$ cat config.mk
export PLATFORM = sky130hd
export DESIGN_NAME = natural_log
export DESIGN_NICKNAME = d
export VERILOG_FILES = /design/src/rtl/natural_log_pkg.sv /design/src/rtl/natural_log_lzd32.sv /design/src/rtl/natural_log.sv
export SDC_FILE = /design/constraint.sdc
export NUM_CORES = 1
export LEC_CHECK = 0
export BUFFER_PORTS_ARGS = -buffer_cell sky130_fd_sc_hd__buf_2
export CAP_MARGIN = 15
export CORE_ASPECT_RATIO = 1.4
export CORE_UTILIZATION = 46
export CTS_CLUSTER_DIAMETER = 30
export DETAILED_ROUTE_END_ITERATION = 12
export MAX_ROUTING_LAYER = met4
export SLEW_MARGIN = 15
export SYNTH_ARGS = -nofsm -noshare
export SYNTH_HDL_FRONTEND = slang
export SYNTH_SLANG_ARGS = --single-unit
$ cat constraint.sdc
create_clock -name clk -period 18 [get_ports clk]
set_clock_uncertainty 0.15 [all_clocks]
set_input_delay 3.6 -clock clk [delete_from_list [all_inputs] [get_ports clk]]
set_output_delay 3.6 -clock clk [all_outputs]
set_load 0.02 [all_outputs]
$ cat src/rtl/natural_log_pkg.sv
// Shared constants for natural_log: fixed-point widths, ln(2), the ln(1+2^-k)
// table and the FSM state type.
package natural_log_pkg;

   localparam int XW = 32;   // operand / result width (Q16.16)
   localparam int FW = 32;   // fraction bits of the Q0.32 log sum
   localparam int AW = 33;   // Q2.31 accumulator, 2 integer guard bits
   localparam int PW = 5;    // leading-one position width
   localparam int EW = 6;    // signed binary exponent width
   localparam int KW = 5;    // iteration index width
   localparam int SW = 40;   // signed width of e*LN2 + sum

   localparam logic [AW-1:0] ONE_Q231 = AW'(1) << 31;
   localparam logic [FW-1:0] LN2      = 32'hB172_17F8;

   // ln(1 + 2^-k) in Q0.32, k = 1..24
   localparam logic [FW-1:0] LN_TAB [1:24] = '{
      32'h67CC_8FB3, 32'h391F_EF8F, 32'h1E27_076E, 32'h0F85_1860,
      32'h07E0_A6C4, 32'h03F8_5156, 32'h01FE_02A7, 32'h00FF_8055,
      32'h007F_E00B, 32'h003F_F801, 32'h001F_FE00, 32'h000F_FF80,
      32'h0007_FFE0, 32'h0003_FFF8, 32'h0001_FFFE, 32'h0001_0000,
      32'h0000_8000, 32'h0000_4000, 32'h0000_2000, 32'h0000_1000,
      32'h0000_0800, 32'h0000_0400, 32'h0000_0200, 32'h0000_0100
   };

   typedef enum logic [1:0] {IDLE, NORM, ITER, DONE} state_t;

endpackage

$ cat src/rtl/natural_log_lzd32.sv
// lzd32: combinational leading-one detector; p_o is the index of the highest
// set bit of x_i, zero_o flags an all-zero input.
module lzd32
   import natural_log_pkg::*;
(
   input  logic [XW-1:0] x_i,
   output logic [PW-1:0] p_o,
   output logic          zero_o
);

   always_comb begin
      p_o    = '0;
      zero_o = (x_i == '0);
      for (int i = 0; i < XW; i++) begin
         if (x_i[i]) p_o = PW'(i);
      end
   end

endmodule

$ cat src/rtl/natural_log.sv
// natural_log: iterative shift-and-add ln(x), unsigned Q16.16 in, signed Q16.16 out.
// Define NATURAL_LOG_ROUND_EN for round-half-up reduction; default truncates toward -inf.
module natural_log
   import natural_log_pkg::*;
#(
   parameter int ITERS = 16
) (
   input  logic        clk,
   input  logic        rst_n,
   input  logic        in_valid,
   output logic        in_ready,
   input  logic [31:0] x,
   output logic        out_valid,
   input  logic        out_ready,
   output logic [31:0] y,
   output logic        err
);

   state_t               state_q, state_d;
   logic [XW-1:0]        x_q, x_d;
   logic [XW-1:0]        m_q, m_d;
   logic [AW-1:0]        acc_q, acc_d;
   logic [FW-1:0]        sum_q, sum_d;
   logic [KW-1:0]        k_q, k_d;
   logic signed [EW-1:0] e_q, e_d;
   logic [XW-1:0]        y_q, y_d;
   logic                 err_q, err_d;
   logic                 vld_q, vld_d;
   logic [PW-1:0]        lead_p;
   logic                 lead_zero;
   logic [AW-1:0]        trial;

   lzd32 u_lzd (
      .x_i    (x_q),
      .p_o    (lead_p),
      .zero_o (lead_zero)
   );

   // y = e*ln2 + sum, then Q.32 -> Q16.16
   function automatic logic [XW-1:0] reduce_q16(input logic signed [EW-1:0] e,
                                                input logic [FW-1:0]        s);
      logic signed [SW-1:0] full;
      full = SW'(e) * $signed({{(SW-FW){1'b0}}, LN2})
           + $signed({{(SW-FW){1'b0}}, s});
`ifdef NATURAL_LOG_ROUND_EN
      full = full + (SW'(1) <<< 15);
`endif
      return XW'(full >>> 16);
   endfunction

   always_comb begin
      state_d = state_q;
      x_d     = x_q;
      m_d     = m_q;
      acc_d   = acc_q;
      sum_d   = sum_q;
      k_d     = k_q;
      e_d     = e_q;
      y_d     = y_q;
      err_d   = err_q;
      vld_d   = vld_q;
      trial   = acc_q + (acc_q >> k_q);
      case (state_q)
         IDLE: begin
            if (in_valid) begin
               x_d     = x;
               state_d = NORM;
            end
         end
         NORM: begin
            if (lead_zero) begin
               y_d     = 32'h8000_0000;
               err_d   = 1'b1;
               state_d = DONE;
            end else begin
               e_d     = $signed({1'b0, lead_p}) - 6'sd16;
               m_d     = x_q << (5'd31 - lead_p);
               acc_d   = ONE_Q231;
               sum_d   = '0;
               k_d     = 5'd1;
               state_d = ITER;
            end
         end
         ITER: begin
            if (trial <= {1'b0, m_q}) begin
               acc_d = trial;
               sum_d = sum_q + LN_TAB[k_q];
            end
            k_d = k_q + 5'd1;
            if (k_q == KW'(ITERS)) begin
               y_d     = reduce_q16(e_q, sum_d);
               err_d   = 1'b0;
               vld_d   = 1'b1;
               state_d = DONE;
            end
         end
         DONE: begin
            // a zero operand arrives here one edge early; present it on the next
            if (!vld_q) begin
               vld_d = 1'b1;
            end else if (out_ready) begin
               vld_d   = 1'b0;
               state_d = IDLE;
            end
         end
         default: state_d = IDLE;
      endcase
   end

   always_ff @(posedge clk or negedge rst_n) begin
      if (!rst_n) begin
         state_q <= IDLE;
         vld_q   <= 1'b0;
         y_q     <= '0;
         err_q   <= 1'b0;
         acc_q   <= '0;
         sum_q   <= '0;
         k_q     <= '0;
         e_q     <= '0;
      end else begin
         state_q <= state_d;
         vld_q   <= vld_d;
         y_q     <= y_d;
         err_q   <= err_d;
         acc_q   <= acc_d;
         sum_q   <= sum_d;
         k_q     <= k_d;
         e_q     <= e_d;
      end
   end

   always_ff @(posedge clk) begin
      x_q <= x_d;
      m_q <= m_d;
   end

   assign in_ready  = (state_q == IDLE);
   assign out_valid = vld_q;
   assign y         = y_q;
   assign err       = err_q;

endmodule

==> metrics.csv <==
stage,metric,value,unit
outcome,outcome,completed,
cells_and_area,Ant. Diodes,0,
synth,share of the synthesized area in compound gates (AO/OA/AOI/OAI),0.242,
route,met2 wire len,26.6,mm
worst_setup_path,maximum cell stage delay along the critical path,0.98,ns
grt,GRT Overall Usage,0.277,
timing,final number of hold-violating endpoints,0,
die,boundary pin count,71,
worst_setup_path,required time reported for the critical path endpoint,18.25,ns
die,Die ar.,40300,um^2
route,DR WL/cell,19.6,um
timing,minimum period implied by the final worst setup slack,10.46,ns
synth,mux contribution to synthesized area,0.0790,
worst_setup_path,critical-path cell with the highest stage delay,dfrtp_2,
synth,Ys Warns,0,
hold_path,Hold Crit Class,reg2reg,
worst_setup_path,cell occurring most often along the worst timing path,a21o_1,
worst_setup_path,startpoint class of the critical path,flip-flop,
clock_tree,CTS sink cnt,168,
placement,Post-Place Setup Slack,7.69,ns
synth,xor and xnor area share after synthesis,0.0439,
clock_tree,number of buffers created by CTS,17,
timing,unrepaired setup endpoints after global routing,no,
clock_tree,TritonCTS clock tree,done,
job,number of max-capacitance violations reported,0,
timing,remaining max-slew budget at the tightest pin,0.241,
route,violation count after the first detailed-route iteration,1072,
synth,"Cell Area, Synth",18200,um^2
worst_setup_path,Critical Path Sink Type,flip-flop,
route,Vias,16100,
timing,final clock period utilization by the worst path,0.581,
worst_setup_path,crit-path max FO,48,
route,routed length on met3,1.73,mm
worst_setup_path,"Arr. time, crit path",10.71,ns
timing,pin slew with the least headroom to its limit,1.13,ns
placement,Final HPWL DP,41.3,mm
clock_tree,clock latency at the later pin of the worst-skew pair,0.47,ns
placement,Final GP Congestion,0.940,
timing,Total Negative Setup Slacks,0,ns
timing,final worst slack,7.54,ns
clock_tree,clock transition at the registers of the reported paths,0.08,ns
clock_tree,CTS H-tree depth,4,
cells_and_area,share of final-layout standard cells stronger than drive strength 1,0.0932,
route,final WL,52.7,mm
die,area of the placeable core,38700,um^2
clock_tree,number of hold buffers added after CTS,0,
route,uppermost layer routed,met4,
grt,first-pass GRT wire length,85.1,mm
clock_tree,cells resized by post-CTS repair,0,
route,detail-routed via count per cell,5.99,
route,met1 wire length,22.9,mm
worst_setup_path,category of the most critical setup path,reg2reg,
grt,vias in the first global route,15800,
grt,remaining global-route overflow,0,
route,first-pass iteration count of the detailed router,7,
synth,Synth Instances,2144,
route,total DRC errors in the routed layout,0,
die,number of placement rows,85,
cells_and_area,Filler Cells Inserted,3818,
placement,Port Buffers,70,
synth,adder-cell share of the synthesized area,0.175,
cells_and_area,area growth from synthesis to layout,7.71,%
synth,most instantiated flip-flop cell in the synthesis netlist,dfrtp_1,
synth,commonest cells in the netlist,"224 x nand2_1, 222 x ha_1, 191 x a21oi_1",
clock_tree,buffer levels on the longest clock path,2,
synth,total nets after synthesis,2422,
synth,post-synth top area cell,ha_1,
synth,mean area per synthesized cell,8.48,um^2
die,horizontal die dimension,170,um
die,initial core utilization,0.469,
synth,number of flip-flops and latches in the synthesized netlist,168,
timing,Max Freq,95.6,MHz
timing,# setup viols final,0,
cells_and_area,post-layout net count,2432,
synth,area fraction of the dominant cell type after synthesis,0.153,
synth,simple-gate share of the synthesized area,0.161,
synth,dominant cell by count in the synthesized netlist,nand2_1,
route,Post-DRT Antenna Nets,0,
timing,fin. max-slew vios,0,
die,chip height,237,um
clock_tree,number of buffers added for setup after CTS,0,
synth,main combinational cell family by area after synthesis,compound AO/OA/AOI/OAI gates,
synth,number of enable flip-flop cells after synthesis,64,
synth,dominant cells by area after synthesis,"ha_1 15%, dfrtp_1 14%, edfxtp_1 11%",
synth,sequential share of the synthesized area,0.249,
grt,pin count of the biggest net entering global routing,75,
grt,number of antenna violations at the first check in global routing,0,
synth,"FFs w/ async S/R, synth",0.619,
clock_tree,cell at the root of the clock tree,clkbuf_16,
synth,number of library cell types mapped by synthesis,87,
final cells by class:
cell class | instances | area, um^2 | share of cell area
Clock inverter | 14 | 176 | 0.00901
Timing Repair Buffer | 89 | 495 | 0.0253
Tap cell | 522 | 653 | 0.0334
Multi-Input combinational cell | 1747 | 12800 | 0.653
Inverter | 131 | 492 | 0.0251
Sequential cell | 168 | 4530 | 0.231
Clock buffer | 18 | 439 | 0.0224
path summary, 6_finish.rpt:
path / cells after the start / slack (ns) / startpoint / to
worst max-delay path: 38 / 7.54 / k_q[0] / y[30]
worst min-delay path: 1 / 0.32 / y[11] / y[11]
worst max register to register: 38 / 7.54 / k_q[0] / y[30]
worst min register to register: 1 / 0.32 / y[11] / y[11]
max in group asynchronous: 2 / 13.32 / rst_n / k_q[4]
min in group asynchronous: 1 / 2.92 / rst_n / acc_q[5]
sequential cells by signal, summed over array words and instances (netlist names), 2 cells and up:
name and count:
acc_q 33, m_q 32, sum_q 32, x_q 32, y 25, e_q 5, k_q 5, state_q 2
critical path: cells and delay by family (launching register included):
kind            cells  cell delay [ns]
simple gates        8             1.73
buf+inv             2             1.12
compound gates     22             4.38
fa+ha+maj           3             0.99
xor+xnor            1             0.15
mux                 2             0.85
flops               1             0.98
cell usage in the layout, fill, tap and decap left out, types with 15 or more instances in the layout:
master,synthesis,layout
o21ai_0,120,120
o21bai_1,18,18
mux2_2,28,28
o21a_1,18,18
a21oi_1,191,191
edfxtp_1,64,64
nor2_1,172,170
nand2_1,224,224
nand2b_1,25,25
nand4_1,20,20
a22o_1,63,63
nand3_1,33,33
fa_1,20,20
inv_1,130,130
mux2i_1,79,79
a221oi_1,24,24
buf_4,7,20
clkbuf_16,0,17
a21o_1,53,52
ha_1,222,222
xor2_1,27,27
nor2b_1,20,20
nor4_1,15,15
a211oi_1,28,28
buf_2,7,69
nor3_1,39,39
xnor2_1,64,64
dfrtp_1,104,100
stage by stage:
stage,std cells,utilization,instance area [um^2],hold WS [ns]
5_1_grt,2689,0.506,19600,0.336
2_1_floorplan,2144,-,18200,0.312
6_report,2689,0.506,19600,0.322
4_1_cts,2689,0.505,19600,0.326
3_5_place_dp,2657,0.490,19000,0.310
3_3_place_gp,2657,0.490,19000,0.308
per-layer routing:
layer,track usage,up-vias
met5,-,-
met4,0.0874,0
met3,0.0285,79
met2,0.476,332
met1,0.339,7742
li1,-,7941
logic make-up after synthesis:
family / after synthesis
AO/OA/AOI/OAI: 663
AND/OR/NAND/NOR: 629
adder cells (fa/ha/maj): 242
buffers and inverters: 229
flip-flops: 168
multiplexers: 122
XOR/XNOR: 91
Power is not shown: default switching activity piles up to over one toggle a cycle in this logic, so the estimate is an artifact.
